==> config.mk <==
export PLATFORM = sky130hd
export DESIGN_NAME = adc_capture_ctrl
export DESIGN_NICKNAME = d
export VERILOG_FILES = /design/src/rtl/adc_capture_ctrl.sv
export SDC_FILE = /design/constraint.sdc
export NUM_CORES = 1
export LEC_CHECK = 0
export ABC_CLOCK_PERIOD_IN_PS = 14260
export BUFFER_PORTS_ARGS = -buffer_cell sky130_fd_sc_hd__buf_2
export CORE_MARGIN = 8
export CORE_UTILIZATION = 42
export CTS_CLUSTER_DIAMETER = 40
export DETAILED_ROUTE_END_ITERATION = 16
export PLACE_DENSITY = 0.64
export SLEW_MARGIN = 20
export SYNTH_ARGS = -nofsm -noshare
export SYNTH_HDL_FRONTEND = slang
export SYNTH_SLANG_ARGS = --single-unit
export TNS_END_PERCENT = 5
==> constraint.sdc <==
create_clock -name aclk -period 14.26 [get_ports aclk]
set_input_delay 0 -clock aclk [delete_from_list [all_inputs] [get_ports aclk]]
set_output_delay 0 -clock aclk [all_outputs]
set_load 0.05 [all_outputs]
==> src/rtl/adc_capture_ctrl.sv <==
// Capture sequencer for the ADC trigger/sum datapath: clear, arm, wait for a
// fresh trigger edge, then gate exactly one record onto the AXI-Stream master.
module adc_capture_ctrl #(
    parameter int CNT_WIDTH  = 32,
    parameter int CLR_CYCLES = 4
) (
    input  logic                 aclk,
    input  logic                 areset,
    input  logic                 cfg_start,
    input  logic                 cfg_abort,
    input  logic                 cfg_rearm,
    input  logic [CNT_WIDTH-1:0] cfg_record_len,
    input  logic [CNT_WIDTH-1:0] cfg_timeout,
    input  logic                 trig_active,
    input  logic                 s_axis_tvalid,
    input  logic [63:0]          s_axis_tdata,
    output logic                 m_axis_tvalid,
    output logic [63:0]          m_axis_tdata,
    input  logic                 m_axis_tready,
    output logic                 m_axis_tlast,
    output logic                 reset_trigger,
    output logic                 reset_max_sum,
    output logic                 busy,
    output logic                 done_pulse,
    output logic [2:0]           sts_state,
    output logic [15:0]          sts_records,
    output logic [CNT_WIDTH-1:0] sts_dropped,
    output logic                 sts_timeout,
    output logic                 sts_short
);

    typedef enum logic [2:0] {
        IDLE    = 3'd0,
        CLEAR   = 3'd1,
        ARM     = 3'd2,
        CAPTURE = 3'd3,
        DONE    = 3'd4
    } state_t;

    localparam int                   CLR_W    = (CLR_CYCLES > 1) ? $clog2(CLR_CYCLES) : 1;
    localparam logic [CLR_W-1:0]     CLR_LAST = CLR_W'(CLR_CYCLES - 1);
    localparam logic [CNT_WIDTH-1:0] CNT_ONE  = {{(CNT_WIDTH-1){1'b0}}, 1'b1};
    localparam logic [CNT_WIDTH-1:0] CNT_MAX  = {CNT_WIDTH{1'b1}};

    state_t               state_q;
    logic [CLR_W-1:0]     clr_cnt_q;
    logic [CNT_WIDTH-1:0] len_q;
    logic [CNT_WIDTH-1:0] timeout_q;
    logic [CNT_WIDTH-1:0] wait_q;
    logic [CNT_WIDTH-1:0] beat_q;
    logic [CNT_WIDTH-1:0] dropped_q;
    logic [15:0]          records_q;
    logic                 trig_prev_q;
    logic                 clr_q;
    logic                 done_q;
    logic                 timeout_flag_q;
    logic                 short_q;
    logic [63:0]          tdata_q;

    logic                 in_capture;
    logic                 trig_edge;
    logic                 accept;
    logic                 drop;
    logic                 last_beat;
    logic                 arm_expired;
    logic                 record_full;
    logic                 enter_clear;
    logic [CNT_WIDTH-1:0] len_d;

    always_comb begin
        in_capture  = (state_q == CAPTURE);
        trig_edge   = trig_active & ~trig_prev_q;
        accept      = s_axis_tvalid & m_axis_tready;
        drop        = s_axis_tvalid & ~m_axis_tready;
        last_beat   = (beat_q == len_q - CNT_ONE);
        record_full = accept & last_beat;
        arm_expired = (timeout_q != '0) && (wait_q == timeout_q - CNT_ONE);
        enter_clear = !cfg_abort &&
                      (((state_q == IDLE) && cfg_start) || ((state_q == DONE) && cfg_rearm));
        len_d       = (cfg_record_len == '0) ? CNT_ONE : cfg_record_len;
    end

    // trig_prev is forced high through CLEAR so a level left over from the
    // previous record can never look like a fresh rising edge in ARM.
    always_ff @(posedge aclk or posedge areset) begin
        if (areset) begin
            state_q        <= IDLE;
            clr_cnt_q      <= '0;
            len_q          <= '0;
            timeout_q      <= '0;
            wait_q         <= '0;
            beat_q         <= '0;
            dropped_q      <= '0;
            records_q      <= '0;
            trig_prev_q    <= 1'b0;
            clr_q          <= 1'b0;
            done_q         <= 1'b0;
            timeout_flag_q <= 1'b0;
            short_q        <= 1'b0;
            tdata_q        <= '0;
        end else begin
            done_q      <= 1'b0;
            trig_prev_q <= (state_q == CLEAR) ? 1'b1 : trig_active;
            if (in_capture) begin
                tdata_q <= s_axis_tdata;
            end

            if (cfg_abort) begin
                state_q <= IDLE;
                clr_q   <= 1'b0;
            end else begin
                case (state_q)
                    IDLE: begin
                        if (cfg_start) begin
                            state_q <= CLEAR;
                        end
                    end
                    CLEAR: begin
                        if (clr_cnt_q == CLR_LAST) begin
                            state_q <= ARM;
                            clr_q   <= 1'b0;
                        end else begin
                            clr_cnt_q <= clr_cnt_q + 1'b1;
                        end
                    end
                    ARM: begin
                        if (trig_edge) begin
                            state_q <= CAPTURE;
                        end else if (arm_expired) begin
                            state_q        <= DONE;
                            done_q         <= 1'b1;
                            timeout_flag_q <= 1'b1;
                            short_q        <= 1'b0;
                        end else if (wait_q != CNT_MAX) begin
                            wait_q <= wait_q + CNT_ONE;
                        end
                    end
                    CAPTURE: begin
                        if (drop && (dropped_q != CNT_MAX)) begin
                            dropped_q <= dropped_q + CNT_ONE;
                        end
                        if (record_full || !trig_active) begin
                            state_q        <= DONE;
                            done_q         <= 1'b1;
                            timeout_flag_q <= 1'b0;
                            short_q        <= !record_full;
                            if (records_q != 16'hFFFF) begin
                                records_q <= records_q + 16'd1;
                            end
                        end else if (accept) begin
                            beat_q <= beat_q + CNT_ONE;
                        end
                    end
                    DONE: begin
                        state_q <= cfg_rearm ? CLEAR : IDLE;
                    end
                    default: begin
                        state_q <= IDLE;
                    end
                endcase

                // Record config is sampled only here, so later register writes
                // cannot disturb a sequence that is already running.
                if (enter_clear) begin
                    clr_q     <= 1'b1;
                    clr_cnt_q <= '0;
                    len_q     <= len_d;
                    timeout_q <= cfg_timeout;
                    wait_q    <= '0;
                    beat_q    <= '0;
                    if (state_q == IDLE) begin
                        timeout_flag_q <= 1'b0;
                        short_q        <= 1'b0;
                        dropped_q      <= '0;
                    end
                end
            end
        end
    end

    assign m_axis_tvalid = in_capture & s_axis_tvalid;
    assign m_axis_tdata  = in_capture ? s_axis_tdata : tdata_q;
    assign m_axis_tlast  = in_capture & last_beat;
    assign reset_trigger = clr_q;
    assign reset_max_sum = clr_q;
    assign busy          = (state_q != IDLE);
    assign done_pulse    = done_q;
    assign sts_state     = state_q;
    assign sts_records   = records_q;
    assign sts_dropped   = dropped_q;
    assign sts_timeout   = timeout_flag_q;
    assign sts_short     = short_q;

endmodule
After elaboration in Yosys (flattened, before gate mapping):

Cells that the tools add are included.

* register bits after elaboration: 250
* bits in latches: 0
* memory bits (writable): 0
* memory bits (read-only): 0
* input bits: 136
* output and inout bits: 123
* logic and storage cells: 124
* memories kept: 0

* add/sub/neg operators: 7
* multipliers: 0
* div/mod/pow operators: 0
* $lt $le $gt $ge: 0
* equality and inequality tests: 18
* shift operators: 0
* muxes and demuxes: 48
* bitwise operators: 9
* reduce and logical (&&, ||, !) cells: 28

Operators with widths (count)
* $mux W32: 14
* $add A32 B1 Y32 const B: 3
* $eq A32 B32 Y1: 2
* $mux W64: 1
* $ne A32 B32 Y1 const B: 2
* $sub A32 B1 Y32 const B: 2
* $logic_not A32 Y1: 1
* $reduce_bool A32 Y1: 1
* $mux W1: 20
* $mux W3: 6
* $add A16 B1 Y16 const B: 1
* $ne A16 B16 Y1 const B: 1
* $pmux W3 S5: 1
* $reduce_and A4 Y1: 3
* $reduce_bool A2 Y1: 5
* $reduce_bool A3 Y1: 3
* $and A1 B1 Y1: 6
* $eq A3 B2 Y1 const B: 2
* $mux W2: 3
* $ne A3 B2 Y1 const B: 2
* $pmux W1 S2: 3
* $logic_and A1 B1 Y1: 5
* $reduce_and A5 Y1: 1
* $ne A2 B1 Y1 const B: 2
* other kinds (13): 20

Depth between registers and ports, before layout:

* word-level depth: 8
* gate-level depth with buffers: 14
* depth with buffers taken out: 11

Worst setup path after synthesis:

Ideal clock, no wire load.

* path type: register -> output
* from: reg len_q[0]
* to: out m_axis_tlast
* arrival time: 3612 ps
* data required time: 14260 ps
* slack: 10648 ps
* stages on the path, launching flop included: 11
* path buffers: 1
* path through: dfrtp_1 inv_1 ha_1 or4b_1 buf_2 or4_4 nor4_4 xnor2_1 or3_4 or2_1 nor3_1

* longest elaborated chain between the ends: 3

RTL lines
* start, declared: RTL line 47 `logic [CNT_WIDTH-1:0] len_q;`
* start signal, assigned: RTL line 167 `len_q <= len_d;`
* $sub A32 B1 Y32: RTL line 75 `last_beat = (beat_q == len_q - CNT_ONE);`
* $eq A32 B32 Y1: RTL line 75
* $and A1 B1 Y1: RTL line 183 `assign m_axis_tlast = in_capture & last_beat;`
* end, declared: RTL line 20 `output logic m_axis_tlast,`

No other way between the ends.

Worst setup path in the final report:

Ends and elaborated chain as after synthesis.

==> results.yml <==
critical_path:
  slowest_stage: "or4b_1"
  worstRegToRegCells: 12
  r2r_start: "len_q[0]$_DFFE_PP0P_"
  critPathCaptureType: "primary output"
  worstPathMaxFanout: 7
  crit_path_cell_trace: "inv_1 -> ha_1 -> or4b_1 -> or4_4 -> nor4_4 -> xnor2_1 -> or3_4 -> or2_1 -> nor3_1 -> buf_2"
  rr_endpoint: "beat_q[27]$_DFFE_PP0P_"
  crit_path_start: "len_q[0]$_DFFE_PP0P_"
  worstSetupPathType: "reg -> out"
  required_ns: 14.26
  critical-path-max-stage-delay_ns: 0.63
  crit_arrival_ns: 4.16
  cp-start-kind: "register"
  ff2ff_setup_slack_ns: 10.19
  crit_end: "m_axis_tlast"
worst_hold_path:
  holdCritPathClass: "in -> reg"
synth:
  synth_top_family_by_area: "simple AND/OR/NAND/NOR gates"
  synth_area_leaders: "dfrtp_1 (44%), nand2_1 (12%), xnor2_1 (4.9%), nand3_1 (2.2%), nand4_1 (2.2%)"
  yosysWarnings: 0
  synth_area_um2: 14200
  syn_inst: 1678
  async_reset_ff_share_pct: 100
  synth_edf_count: 0
  synth_compound_area_share_pct: 9.73
  synth_mux_area_share_pct: 1.65
  synth-seq-cells: 250
  synthAdderAreaFrac_pct: 0.707
  ys_types: 74
  synth-simple-area-share_pct: 32.5
  yosysSeqAreaShare_pct: 44.2
  syn-num-nets: 1822
  synth_flop_cell: "dfrtp_1"
  synth.avg_cell_area_um2: 8.44
  yosysTopAreaCellShare_pct: 44.2
  synth_top_area_cell: "dfrtp_1"
  synthXorXnorAreaFrac_pct: 6.86
detailed_routing:
  wl_um: 43200
  drc: 0
  vias_per_cell: 5.45
  antenna_left: 0
  drtIter0Drc: 908
  vias: 13700
  drt_pass1_iterations: 6
  wire_per_inst_um: 17.2
power:
  design_power_total_uw: 3460
  powerDensity_nw_per_um2: 185
  irDropWorstVdd_v: 0.000240
  power.leakage_uw: 0.00836
global_routing:
  gr-total-overflow: 0
  grt_pass1_vias: 13900
  grtUsageMet1_pct: 25.2
  grt_usage_pct: 21.5
  grt_max_degree: 119
  grtUsageMet3_pct: 5.19
  antenna_found_initial: 1
  grt_pass1_wl_um: 70100
  met2_usage_pct: 36.3
  top_usage_layer: "met2"
floorplanning:
  start_util_pct: 42.5
  row_count: 67
  core_area_um2: 33400
  die_width_um: 200
  boundaryPins: 259
  die_height_um: 200
  dieArea_um2: 39900
sta:
  setup_viol: 0
  period_minus_slack_ns: 4.16
  max_freq_mhz: 240
  finClkSkew_ns: 0.0214
  max-slew-margin-rel_pct: 34.8
  worst_pin_slew_ns: 0.970
  rsz0062_at_grt: "no"
  hold_violations: 0
  finalMaxSlewViolations: 0
  finalCritPeriodShare_pct: 29.2
  setup_tns_ns: 0
clocking:
  cts_buffers: 46
  cts_resized: 0
  cts_sinks: 250
  cts_hold_buf: 135
  cts_tree: "yes"
  path_clk_slew_ns: 0.05
  clk_latency_ns: 0.57
  post_cts_buffers: 0
  cts_buffer_depth: 3
  h-tree-depth: 2
  cts-root-buf: "clkbuf_16"
placement:
  placed_cell_area_um2: 15700
  place.gp.congestion: 0.880
  portBuffers: 258
  dp_hpwl_um: 28600
finish:
  drive_gt1_share_pct: 18.7
  design_area_um2: 18700
  fill_cells: 2994
  nets: 2171
  final_common_cell: "nand2_1"
  area_delta_synth_final_pct: 31.9
  fin_util_pct: 56.0
  layout_common_cells: "nand2_1 (464), buf_2 (258), dfrtp_1 (250)"
status:
  status: "complete, no violations"
run:
  maxCapViolations: 0
-- report_power, final --
group | leakage, uW | internal, uW | switching [uW]
Combinational | 0.00440 | 386 | 841
Sequential | 0.00318 | 889 | 198
Clock | 0.000774 | 761 | 387
-- sequential cells by signal (all words and copies together) (netlist names) --
name / count
trig_prev_q: 1
sts_short: 1
clr_cnt_q: 2
sts_records: 16
timeout_q: 32
reset_max_sum: 1
sts_state: 3
tdata_q: 64
beat_q: 32
wait_q: 32
sts_timeout: 1
sts_dropped: 32
done_pulse: 1
len_q: 32
-- cell families (layout without fill, tap and decap cells) --
family          Yosys count  count (layout)
xor+xnor                111             111
other cells               0               2
fa+ha+maj                 8               8
buf+inv                 144             527
mux                      23              23
simple gates            939             939
compound gates          203             203
flops                   250             250
-- Yosys cell counts (5+ instances only) --
cell type / number
o211ai_1: 13
mux2i_1: 20
nand3b_1: 7
dfrtp_1: 250
nand3_1: 63
nand4b_1: 8
nor4_1: 37
or4_1: 38
xor2_1: 32
nand4_1: 49
o41ai_1: 13
nand3_2: 9
o31ai_1: 22
clkbuf_1: 80
a21oi_1: 51
or3_1: 43
inv_1: 39
and3_1: 22
nor3_1: 48
nand2b_1: 19
nor2b_1: 5
and4_1: 12
o311ai_0: 13
nor3b_1: 8
xnor2_1: 79
buf_2: 6
a31oi_1: 7
buf_4: 9
o21ai_0: 38
nand2_1: 464
nor2_1: 80
ha_1: 8
-- critical path: cells and delay by family (launching register included) --
kind	cells	cell delay, ns
buf+inv	2	0.45
xor+xnor	1	0.09
fa+ha+maj	1	0.22
flops	1	0.41
simple gates	6	2.43
-- routing by layer --
metal  part of all wire (%)  vias up
li1                       -     6599
met1                     41     6611
met2                     50      372
met3                    5.9      108
met4                    3.9        0
met5                      0        -
-- layout make-up --
class,instances,area [um2],area share [%]
diodes,2,5.00,0.0268
clock buffers,54,1220,6.54
clock inverters,28,399,2.14
inverters,39,154,0.823
multi-input cells,1284,7330,39.2
flip-flops and latches,250,6260,33.5
well taps,448,561,3.00
repair buffers,406,2760,14.8
-- worst min-delay path by stage --
stage,start,to,slack [ns],cells past startpoint
3_3_place_gp,cfg_timeout[19],timeout_q[19]$_DFFE_PP0P_,0.19,3
2_1_floorplan,cfg_record_len[10],len_q[10]$_DFFE_PP0P_,0.11,2
4_1_cts,s_axis_tvalid,sts_state[1]$_DFFE_PP0P_,0.11,4
6_report,s_axis_tvalid,sts_state[1]$_DFFE_PP0P_,0.10,4
3_5_place_dp,cfg_timeout[6],timeout_q[6]$_DFFE_PP0P_,0.19,3
5_1_grt,s_axis_tvalid,sts_state[1]$_DFFE_PP0P_,0.14,4
-- metrics by stage --
step / instances / hold slack (ns) / setup WS [ns]
floorplan: 1678 / 0.105 / 7.39
global placement: 2291 / 0.190 / 10.07
detailed placement: 2291 / 0.193 / 9.88
CTS: 2508 / 0.108 / 9.83
global route: 2510 / 0.139 / 9.81
finish: 2511 / 0.101 / 10.10
(Power assumes the default switching activity.)
